**src/rtl/cache_ctrl_unit_pkg.sv**
```systemverilog
// -----------------------------------------------------------------------------
// cache_ctrl_unit_pkg
// Shared definitions for the cache control slave: the control-port address
// width, the register map offsets and the number of performance counters.
// -----------------------------------------------------------------------------
package cache_ctrl_unit_pkg;

  localparam int CTRL_ADDR_W = 4;
  localparam int NUM_CNT     = 6;

  // Register map of the control port. Offsets 0..5 double as counter indices.
  typedef enum logic [CTRL_ADDR_W-1:0] {
    CTRL_RD_HIT     = 4'd0,
    CTRL_RD_MISS    = 4'd1,
    CTRL_WR_HIT     = 4'd2,
    CTRL_WR_MISS    = 4'd3,
    CTRL_HIT        = 4'd4,
    CTRL_MISS       = 4'd5,
    CTRL_CNT_RST    = 4'd6,
    CTRL_INVALIDATE = 4'd7,
    CTRL_WTB_EMPTY  = 4'd8,
    CTRL_WTB_FULL   = 4'd9
  } ctrl_reg_e;

  // True for the offsets that map directly onto a counter.
  function automatic logic is_counter_reg(input logic [CTRL_ADDR_W-1:0] a);
    return (a < 4'(NUM_CNT));
  endfunction

endpackage

```
**src/rtl/cache_ctrl_unit_if.sv**
```systemverilog
// -----------------------------------------------------------------------------
// cache_ctrl_unit_if
// Control-port bundle between the cache front-end (master) and the control
// slave.
//   valid : request, held by the master until ready
//   addr  : register select, stable while valid
//   rdata : read data, meaningful while ready=1, held afterwards
//   ready : one-cycle completion pulse
// -----------------------------------------------------------------------------
interface cache_ctrl_unit_if #(
  parameter int DATA_W = 32
) ();

  logic                                       valid;
  logic [cache_ctrl_unit_pkg::CTRL_ADDR_W-1:0] addr;
  logic [DATA_W-1:0]                          rdata;
  logic                                       ready;

  modport master (
    output valid, addr,
    input  rdata, ready
  );

  modport slave (
    input  valid, addr,
    output rdata, ready
  );

endinterface

```
**src/rtl/cache_sat_counter.sv**
```systemverilog
// -----------------------------------------------------------------------------
// cache_sat_counter
// Saturating event counter with synchronous clear.
//   i_clk    : clock, rising edge
//   i_rst_n  : asynchronous active-low reset, count -> 0
//   i_clear  : clear the count; takes priority over i_incr
//   i_incr   : add one on this edge unless already at all-ones
//   o_count  : current count
// -----------------------------------------------------------------------------
module cache_sat_counter #(
  parameter int W = 32
) (
  input  logic         i_clk,
  input  logic         i_rst_n,
  input  logic         i_clear,
  input  logic         i_incr,
  output logic [W-1:0] o_count
);

  logic [W-1:0] r_count;

  always_ff @(posedge i_clk or negedge i_rst_n) begin
    if (!i_rst_n) begin
      r_count <= '0;
    end else if (i_clear) begin
      r_count <= '0;
    end else if (i_incr && (r_count != '1)) begin
      r_count <= r_count + 1'b1;
    end
  end

  assign o_count = r_count;

endmodule

```
**src/rtl/cache_ctrl_unit.sv**
```systemverilog
// -----------------------------------------------------------------------------
// cache_ctrl_unit
// Cache control slave: hit/miss performance counters, write-through-buffer
// status reads and a software-triggered invalidate pulse.
//   i_clk          : clock, rising edge
//   i_rst_n        : asynchronous active-low reset
//   bus            : control port (valid/addr in, rdata/ready out)
//   i_read_hit     : read-hit event pulse from cache memory
//   i_read_miss    : read-miss event pulse
//   i_write_hit    : write-hit event pulse
//   i_write_miss   : write-miss event pulse
//   i_wtb_empty    : write-through buffer empty level
//   i_wtb_full     : write-through buffer full level
//   o_invalidate   : one-cycle pulse clearing all cache valid bits
// -----------------------------------------------------------------------------
module cache_ctrl_unit
  import cache_ctrl_unit_pkg::*;
#(
  parameter int DATA_W   = 32,
  parameter int CNT_W    = 32,
  parameter int CTRL_CNT = 0
) (
  input  logic                    i_clk,
  input  logic                    i_rst_n,
  cache_ctrl_unit_if.slave        bus,
  input  logic                    i_read_hit,
  input  logic                    i_read_miss,
  input  logic                    i_write_hit,
  input  logic                    i_write_miss,
  input  logic                    i_wtb_empty,
  input  logic                    i_wtb_full,
  output logic                    o_invalidate
);

  genvar gi;

  logic              r_ready;
  logic [DATA_W-1:0] r_rdata;
  logic              r_invalidate;

  logic              w_accept;
  logic [DATA_W-1:0] w_rdata_next;
  logic [NUM_CNT-1:0] w_incr;
  logic [CNT_W-1:0]  w_count [NUM_CNT];

  // A request is taken only while no completion is being presented, so a
  // valid still high during the ready cycle is not a second acceptance.
  assign w_accept = bus.valid && !r_ready;

  // Increment strobes indexed by register offset.
  assign w_incr[CTRL_RD_HIT]  = i_read_hit;
  assign w_incr[CTRL_RD_MISS] = i_read_miss;
  assign w_incr[CTRL_WR_HIT]  = i_write_hit;
  assign w_incr[CTRL_WR_MISS] = i_write_miss;
  assign w_incr[CTRL_HIT]     = i_read_hit  | i_write_hit;
  assign w_incr[CTRL_MISS]    = i_read_miss | i_write_miss;

  generate
    if (CTRL_CNT != 0) begin : g_cnt
      logic w_cnt_clear;

      // Clear beats any event on the same edge.
      assign w_cnt_clear = w_accept && (bus.addr == CTRL_CNT_RST);

      for (gi = 0; gi < NUM_CNT; gi++) begin : g_ctr
        cache_sat_counter #(
          .W (CNT_W)
        ) u_ctr (
          .i_clk   (i_clk),
          .i_rst_n (i_rst_n),
          .i_clear (w_cnt_clear),
          .i_incr  (w_incr[gi]),
          .o_count (w_count[gi])
        );
      end
    end else begin : g_no_cnt
      // Event inputs have no consumer without counters.
      logic w_unused_events;
      assign w_unused_events = |w_incr;

      for (gi = 0; gi < NUM_CNT; gi++) begin : g_zero
        assign w_count[gi] = '0;
      end
    end
  endgenerate

  // Read decode. Counter values are the pre-increment ones because the
  // counters update on the same edge that registers the read data.
  always_comb begin
    w_rdata_next = '0;
    if (is_counter_reg(bus.addr)) begin
      w_rdata_next[CNT_W-1:0] = w_count[bus.addr[2:0]];
    end else if (bus.addr == CTRL_WTB_EMPTY) begin
      w_rdata_next[0] = i_wtb_empty;
    end else if (bus.addr == CTRL_WTB_FULL) begin
      w_rdata_next[0] = i_wtb_full;
    end
  end

  always_ff @(posedge i_clk or negedge i_rst_n) begin
    if (!i_rst_n) begin
      r_ready      <= 1'b0;
      r_rdata      <= '0;
      r_invalidate <= 1'b0;
    end else begin
      r_ready      <= w_accept;
      r_invalidate <= w_accept && (bus.addr == CTRL_INVALIDATE);
      if (w_accept) begin
        r_rdata <= w_rdata_next;
      end
    end
  end

  assign bus.ready    = r_ready;
  assign bus.rdata    = r_rdata;
  assign o_invalidate = r_invalidate;

endmodule

```
**src/flat_wrapper.sv**
```systemverilog
// flat-port wrapper written by rule: the top's interface ports become plain ports
module cache_ctrl_unit_flat import cache_ctrl_unit_pkg::*;
#(
  parameter int DATA_W   = 32,
  parameter int CNT_W    = 32,
  parameter int CTRL_CNT = 0
)
  (i_clk, i_rst_n, i_read_hit, i_read_miss, i_write_hit, i_write_miss, i_wtb_empty, i_wtb_full, o_invalidate, bus_valid, bus_addr, bus_rdata, bus_ready);
  cache_ctrl_unit_if #(.DATA_W(DATA_W)) bus_i ();
  input  logic i_clk;
  input  logic i_rst_n;
  input  logic i_read_hit;
  input  logic i_read_miss;
  input  logic i_write_hit;
  input  logic i_write_miss;
  input  logic i_wtb_empty;
  input  logic i_wtb_full;
  output logic o_invalidate;
  input wire logic [$bits(bus_i.valid)-1:0] bus_valid;
  input wire logic [$bits(bus_i.addr)-1:0] bus_addr;
  output wire logic [$bits(bus_i.rdata)-1:0] bus_rdata;
  output wire logic [$bits(bus_i.ready)-1:0] bus_ready;
  assign bus_i.valid = bus_valid;
  assign bus_i.addr = bus_addr;
  assign bus_rdata = bus_i.rdata;
  assign bus_ready = bus_i.ready;
  cache_ctrl_unit #(.DATA_W(DATA_W), .CNT_W(CNT_W), .CTRL_CNT(CTRL_CNT)) u_core (.i_clk(i_clk), .i_rst_n(i_rst_n), .bus(bus_i), .i_read_hit(i_read_hit), .i_read_miss(i_read_miss), .i_write_hit(i_write_hit), .i_write_miss(i_write_miss), .i_wtb_empty(i_wtb_empty), .i_wtb_full(i_wtb_full), .o_invalidate(o_invalidate));
endmodule
```
**config.mk**
```make
export PLATFORM = sky130hd
export DESIGN_NAME = cache_ctrl_unit_flat
export DESIGN_NICKNAME = d
export VERILOG_FILES = /design/src/rtl/cache_ctrl_unit_pkg.sv /design/src/rtl/cache_ctrl_unit_if.sv /design/src/rtl/cache_sat_counter.sv /design/src/rtl/cache_ctrl_unit.sv /design/src/flat_wrapper.sv
export SDC_FILE = /design/constraint.sdc
export NUM_CORES = 1
export LEC_CHECK = 0
export BUFFER_PORTS_ARGS = -buffer_cell sky130_fd_sc_hd__buf_4
export CAP_MARGIN = 20
export CORE_AREA = 2 2 39 41
export DETAILED_ROUTE_END_ITERATION = 12
export DIE_AREA = 0 0 41 43
export GPL_ROUTABILITY_DRIVEN = 0
export PLACE_DENSITY = 0.72
export SKIP_CTS_REPAIR_TIMING = 1
export SLEW_MARGIN = 20
export SYNTH_ARGS = -nofsm -noshare
export SYNTH_HDL_FRONTEND = slang
export SYNTH_SLANG_ARGS = --single-unit
```
**constraint.sdc**
```tcl
create_clock -name i_clk -period 1.8 [get_ports i_clk]
set_clock_uncertainty 0.15 [all_clocks]
set_input_delay 0.18 -clock i_clk [delete_from_list [all_inputs] [get_ports i_clk]]
set_output_delay 0.18 -clock i_clk [all_outputs]
set_load 0.01 [all_outputs]
```
; ---- Word level (Yosys, flattened, before mapping)
; Memories as Yosys holds them, arrays and structs flattened.
; Cells that the tools add are included.
[op_classes]
n_lt_le_gt_ge = 2
n_eq_ne = 3
muxes = 6
n_bitwise = 1
n_reduce_logical = 3
[op_table]
columns = operator, n
row1 = 32-bit 2-to-1 mux, 2
row2 = 31-bit 2-to-1 mux, 1
row3 = "4-bit == test, second input constant", 2
row4 = "4-bit by 3-bit == test with 1-bit output, second input constant", 1
row5 = "4-bit greater-or-equal comparator, second input constant", 1
row6 = "4-bit by 3-bit less-than comparator with 1-bit output, second input constant", 1
row7 = 3-bit NOT with 4-bit output, 1
row8 = 1-bit 2-to-1 mux, 3
row9 = 1-bit logical AND, 2
row10 = 1-bit zero test, 1
[word_totals]
register_bits = 34
mem_bits_ro = 256
inputBits = 13
out_inout_bits = 34
word_cells = 19
memories = 1
[memory_table]
columns = name, depth, width, rd, rd_ports_with_merged_regs, write_ports, line_no
row1 = (name not given), 8, 32, 1, 0, 0, cache_ctrl_unit.sv:92  ; w_rdata_next[CNT_W-1:0] = w_count[bus.addr[2:0]];

; ---- Depth between registers and ports, before layout
; Gate-level depths: netlist of run 1.
[logic_depth]
ltp_word = 5
mapped_depth = 2
ltp_nobuf = 2

; ---- Worst setup path after synthesis of run 1
; Ideal clock, no wire load.
[synth_timing]
path_type = flip-flop to flip-flop
startpoint = register u_core.r_ready (netlist: u_core.bus.ready)
endpoint = register u_core.r_rdata[0] (netlist: u_core.bus.rdata[0])
setup_ns = 0.096
arrival_time_ns = 0.799
t_required_ns = 1.554
setup_slack_ns = 0.755
path_stages_with_launch = 3
n_path_buf = 0
synth_period_minus_slack_ns = 1.045
path_cell_list = dfrtp_1 -> nand4bb_1 -> o32ai_2
[synth_via]
elab_chain_cells = 2
[synth_rtl]
columns = element, line_no
row1 = from (decl), cache_ctrl_unit.sv:37  ; logic r_ready;
row2 = from (signal assigned), cache_ctrl_unit.sv:106  ; r_ready <= w_accept;
row3 = 1-bit zero test, cache_ctrl_unit.sv:48  ; assign w_accept = bus.valid && !r_ready;
row4 = 1-bit logical AND, cache_ctrl_unit.sv:48
row5 = to (signal assigned), cache_ctrl_unit.sv:109  ; r_rdata <= w_rdata_next;
row6 = to (decl), cache_ctrl_unit.sv:38  ; logic [DATA_W-1:0] r_rdata;
; Every way passes these cells.
; A chain may end at the register's enable or synchronous reset.

; ---- Worst setup path after layout of run 1
[layout_timing]
startpoint = register u_core.r_ready (netlist: u_core.bus.ready)
endpoint = output bus_ready
[layout_rtl]
columns = element, line_no
row1 = to (decl), flat_wrapper.sv:22  ; output wire logic [$bits(bus_i.ready)-1:0] bus_ready;
; No word-level cell between the ends.

==> out/qor.yml, run 1 <==
via_per_inst: 2.99
cp.arrival_ps: 770
final_design_area_no_fill_um2: 395
ant_nets: 0
hold_violations: 0
required_ps: 1470
antenna_found_initial: 0
grt_max_degree: 4
yosys_warnings: 0
port_buffers: 11
power_uw: 255
tritoncts: "yes"
synth.area.mux_share: 0.0266
areaGrowthSynthToFinish_pct: 4.98
setup_viol: 0
final_nets: 71
regArea_um2: 75.1
clk_latency_ps: 230
grt_pass1_vias: 143
yosysMostFrequentCell: "buf_4"
grtUsageTotal: 0.0503
synth_area_um2: 377
synth_top_family_by_area: "buffers and inverters"
clk_path_buf_depth: 2
avgSynthCellArea_um2: 8.97
path_delay_family: "flip-flops"
cts.sinks: 3
rows: 14
drt_iter0_markers: 2
hold_end: "u_core.bus.rdata[0]"
ys_seq_area_frac: 0.199
synth_compound_area_frac: 0.0432
crit_fanout: 3
yosys.area.top_type: "buf_4"
placed_cell_area_um2: 359
min_period_ps: 1100
ys_types: 10
rr_endpoint: "u_core.bus.rdata[0]"
grt_first_pass_wirelength_um: 496
fillers: 147
cts_buffers: 3
reg2reg_depth: 2
synthCells: 42
drv_slew: 0
die-area_um2: 1760
path_buf_inv: 1
top_usage_layer: "met1"
via_count: 218
met2_usage: 0.0500
critical-path-slowest-cell: "dfrtp_1"
synth_flop_cell: "dfrtp_1"
min_from: "bus_addr[2]"
htreeDepth: 1
rsz0062_at_grt: "no"
cp_cell_sequence: "buf_4"
ioPinCount: 47
synth_edf_count: 0
cts.clk_slew.worst_paths_ps: 40
cap_violations: 0
leakagePower_nw: 0.235
overflow: 0
max_stage_delay_ps: 390
fmax_mhz: 911
start_kind: "register"
die_y_um: 43
grt_util_met3: 0.0314
first_pass_iters: 3
ff2ff_setup_slack_ps: 740
drc: 0
drive_gt1_frac: 0.281
stdcell_count: 73
ys_ff_latch: 3
wirelength_um: 508
synth-simple-area-share: 0.0930
synth_commonest_cells: "31 x buf_4, 3 x dfrtp_1"
setup_tns_ps: 0
async_reset_ff_frac: 1.00
hp-class: "in -> reg"
synth-adder-area-share: 0
gr-usage-met1: 0.0615
initial_core_util: 0.272
dp.cells: 68
synth_xor_area_frac: 0
whs_path_depth: 2
timing.rr.start: "u_core.bus.ready"
core-area_um2: 1380
power.density_nw_per_um2: 646
n_antenna_cell: 0
ir_drop_mv: 0.305
synth_top_area_share: 0.618
dp_hpwl_um: 424
outcome: "finished, final reports clean"
crit_type: "reg -> out"
critPathCaptureType: "primary output"
cts-root-buf: "clkbuf_4"
synth.area.top_cells: "buf_4 62%, dfrtp_1 20%, o32ai_2 4.3%"
die_w_um: 41
final.period_utilization: 0.610
wl_per_cell_um: 6.96
multi_input_area_um2: 178
power breakdown:
part	internal, mW	total, mW	switching [mW]
registers	0.0708	0.0727	0.00197
clock network	0.0833	0.121	0.0375
logic	0.0214	0.0619	0.0405
state kept, by name, indices dropped and copies added, names as in the netlist:
signal and flops:
u_core.bus.rdata 1, u_core.o_invalidate 1, u_core.bus.ready 1
cells in the final DEF (no fill, tap or decap):
cell | synthesis | routed
conb_1 | 1 | 31
buf_4 | 31 | 11
clkbuf_4 | 0 | 3
dfrtp_1 | 3 | 3
nor2b_2 | 1 | 1
nor2b_1 | 1 | 1
and4_1 | 1 | 1
mux2i_1 | 1 | 1
nand4bb_1 | 1 | 1
inv_1 | 1 | 1
o32ai_2 | 1 | 1
clkbuf_1 | 0 | 1
dlygate4sd3_1 | 0 | 1
worst max path at each step:
stage                                start                  end  slack [ps]  depth (start not counted)
final                     u_core.bus.ready            bus_ready         700                          1
after global routing      u_core.bus.ready            bus_ready         680                          1
after CTS                 u_core.bus.ready            bus_ready         690                          1
after detailed placement  u_core.bus.ready  u_core.bus.rdata[0]         730                          2
after global placement    u_core.bus.ready  u_core.bus.rdata[0]         740                          2
after floorplan           u_core.bus.ready  u_core.bus.rdata[0]         760                          2
kinds of logic after synthesis:
| kind of cell | after synthesis |
|---|---|
| compound gates | 1 |
| buf+inv | 32 |
| flops | 3 |
| mux | 1 |
| other cells | 1 |
| simple gates | 4 |
metrics by stage:
| stage | hold slack [ps] | setup slack [ps] | utilization |
|---|---|---|---|
| finish | 2.69 | 702 | 0.286 |
| global route | 7.40 | 677 | 0.286 |
| CTS | -433 | 687 | 0.278 |
| detailed placement | -179 | 729 | 0.259 |
| global placement | -179 | 738 | 0.259 |
| floorplan | -266 | 755 | - |
layer usage:
| metal | wire [um] | up-vias | share of wire |
|---|---|---|---|
| li1 | - | 99 | - |
| met1 | 187 | 95 | 0.37 |
| met2 | 206 | 24 | 0.41 |
| met3 | 114 | 0 | 0.22 |
| met4 | 0 | 0 | 0 |
| met5 | 0 | - | 0 |
layout make-up:
class	instances	share of cell area
multi-input combinational	37	0.449
timing repair buffer	12	0.234
sequential	3	0.190
clock buffer	4	0.0665
tap	16	0.0506
inverter	1	0.00949
(Power assumes the default switching activity.)
==> run 2: changes to the inputs <==
clock period = 1.1 ns   (was 1.8 ns; I/O delays follow)
==> run 2 against run 1 <==
Design area up 2.5%. Die area unchanged. Cell count up 1.4%. Critical path type is now reg -> reg.
==> out/qor.yml, run 2 (same netlist as run 1, synthesis figures left out) <==
whs_ps: 16.0
fillers: 146
critPathCaptureType: "register"
setup_ws_ps: 41.6
cts.sinks: 3
final_design_area_no_fill_um2: 405
first_pass_iters: 2
n_antenna_cell: 0
drive_gt1_frac: 0.276
required_ps: 1090
die_y_um: 43
cts-root-buf: "clkbuf_4"
cap_violations: 0
drv_slew: 0
postLayoutCoreUtil: 0.293
tritoncts: "yes"
dp_hpwl_um: 424
hp-class: "in -> reg"
grt_pass1_vias: 143
dr_wl_met2_um: 228
ioPinCount: 47
power.density_nw_per_um2: 1040
final_nets: 72
crit_fanout: 3
port_buffers: 11
rsz0062_at_grt: "yes"
min_period_ps: 1060
cts.clk_slew.worst_paths_ps: 40
fmax_mhz: 945
setup_viol: 0
initial_core_util: 0.272
met3WireLength_um: 114
post-place-ws_ps: 28.6
via_per_inst: 3.00
clk_path_buf_depth: 2
routed.top_layer: "met3"
cp_cell_sequence: "nand4bb_1 > o32ai_2"
wirelength_um: 540
critical-path-slowest-cell: "dfrtp_1"
path_buf_inv: 0
ir_drop_mv: 0.500
ant_nets: 0
clk_latency_ps: 230
max_stage_delay_ps: 390
crit_type: "reg -> reg"
final_common_cell: "conb_1"
drt_iter0_markers: 1
via_count: 222
final_cell_mix: "31 x conb_1, 11 x buf_4, 3 x clkbuf_4, 3 x dfrtp_1, 2 x dlygate4sd3_1"
cts_buffers: 3
antenna_found_initial: 0
grt_max_degree: 4
placed_cell_area_um2: 359
leakagePower_nw: 0.239
start_kind: "register"
wl_met1_um: 197
htreeDepth: 1
power_uw: 422
wl_per_cell_um: 7.30
die-area_um2: 1760
grt_first_pass_wirelength_um: 496
grtUsageTotal: 0.0503
rows: 14
cp.arrival_ps: 1050
areaGrowthSynthToFinish_pct: 7.64
final.period_utilization: 0.962
path_delay_family: "flip-flops"
die_w_um: 41
hold_violations: 0
outcome: "finished, final reports clean"
drc: 0
overflow: 0
core-area_um2: 1380
[run 2: cell types whose count changed in the layout (fill, tap and decap cells not counted)]
cell / before / now
dlygate4sd3_1: 1 / 2
[run 2: report_power, final]
| part | internal, mW | switching, mW | total (mW) |
|---|---|---|---|
| clock network | 0.136 | 0.0620 | 0.198 |
| logic | 0.0373 | 0.0672 | 0.105 |
| registers | 0.116 | 0.00332 | 0.119 |
[run 2: final cells by class]
class | instances | area [um2] | share of cell area
Clock buffer | 4 | 26.3 | 0.0648
Inverter | 1 | 3.75 | 0.00926
Multi-Input combinational cell | 37 | 178 | 0.438
Sequential cell | 3 | 75.1 | 0.185
Tap cell | 16 | 20.0 | 0.0494
Timing Repair Buffer | 13 | 103 | 0.253
[run 2: worst paths after layout]
path	cells after the start	endpoint	startpoint	slack [ps]
min in group asynchronous	2	u_core.o_invalidate	i_rst_n	50
max	2	u_core.bus.rdata[0]	u_core.bus.ready	40
max reg2reg	2	u_core.bus.rdata[0]	u_core.bus.ready	40
min	2	u_core.o_invalidate	bus_addr[0]	20
min reg2reg	1	u_core.bus.ready	u_core.bus.ready	330
max in group asynchronous	2	u_core.bus.ready	i_rst_n	660
[run 2: routing by layer]
| metal | global-route usage | up-vias |
|---|---|---|
| met5 | 0 | - |
| met4 | 0.0600 | 0 |
| met3 | 0.0314 | 0 |
| met2 | 0.0500 | 24 |
| met1 | 0.0615 | 97 |
| li1 | - | 101 |
[run 2: metrics by stage]
| stage | cells | setup TNS, ps |
|---|---|---|
| final | 74 | 0 |
| after global routing | 74 | -6.55 |
| after CTS | 72 | 0 |
| after detailed placement | 68 | 0 |
| after global placement | 68 | 0 |
| after floorplan | 72 | 0 |
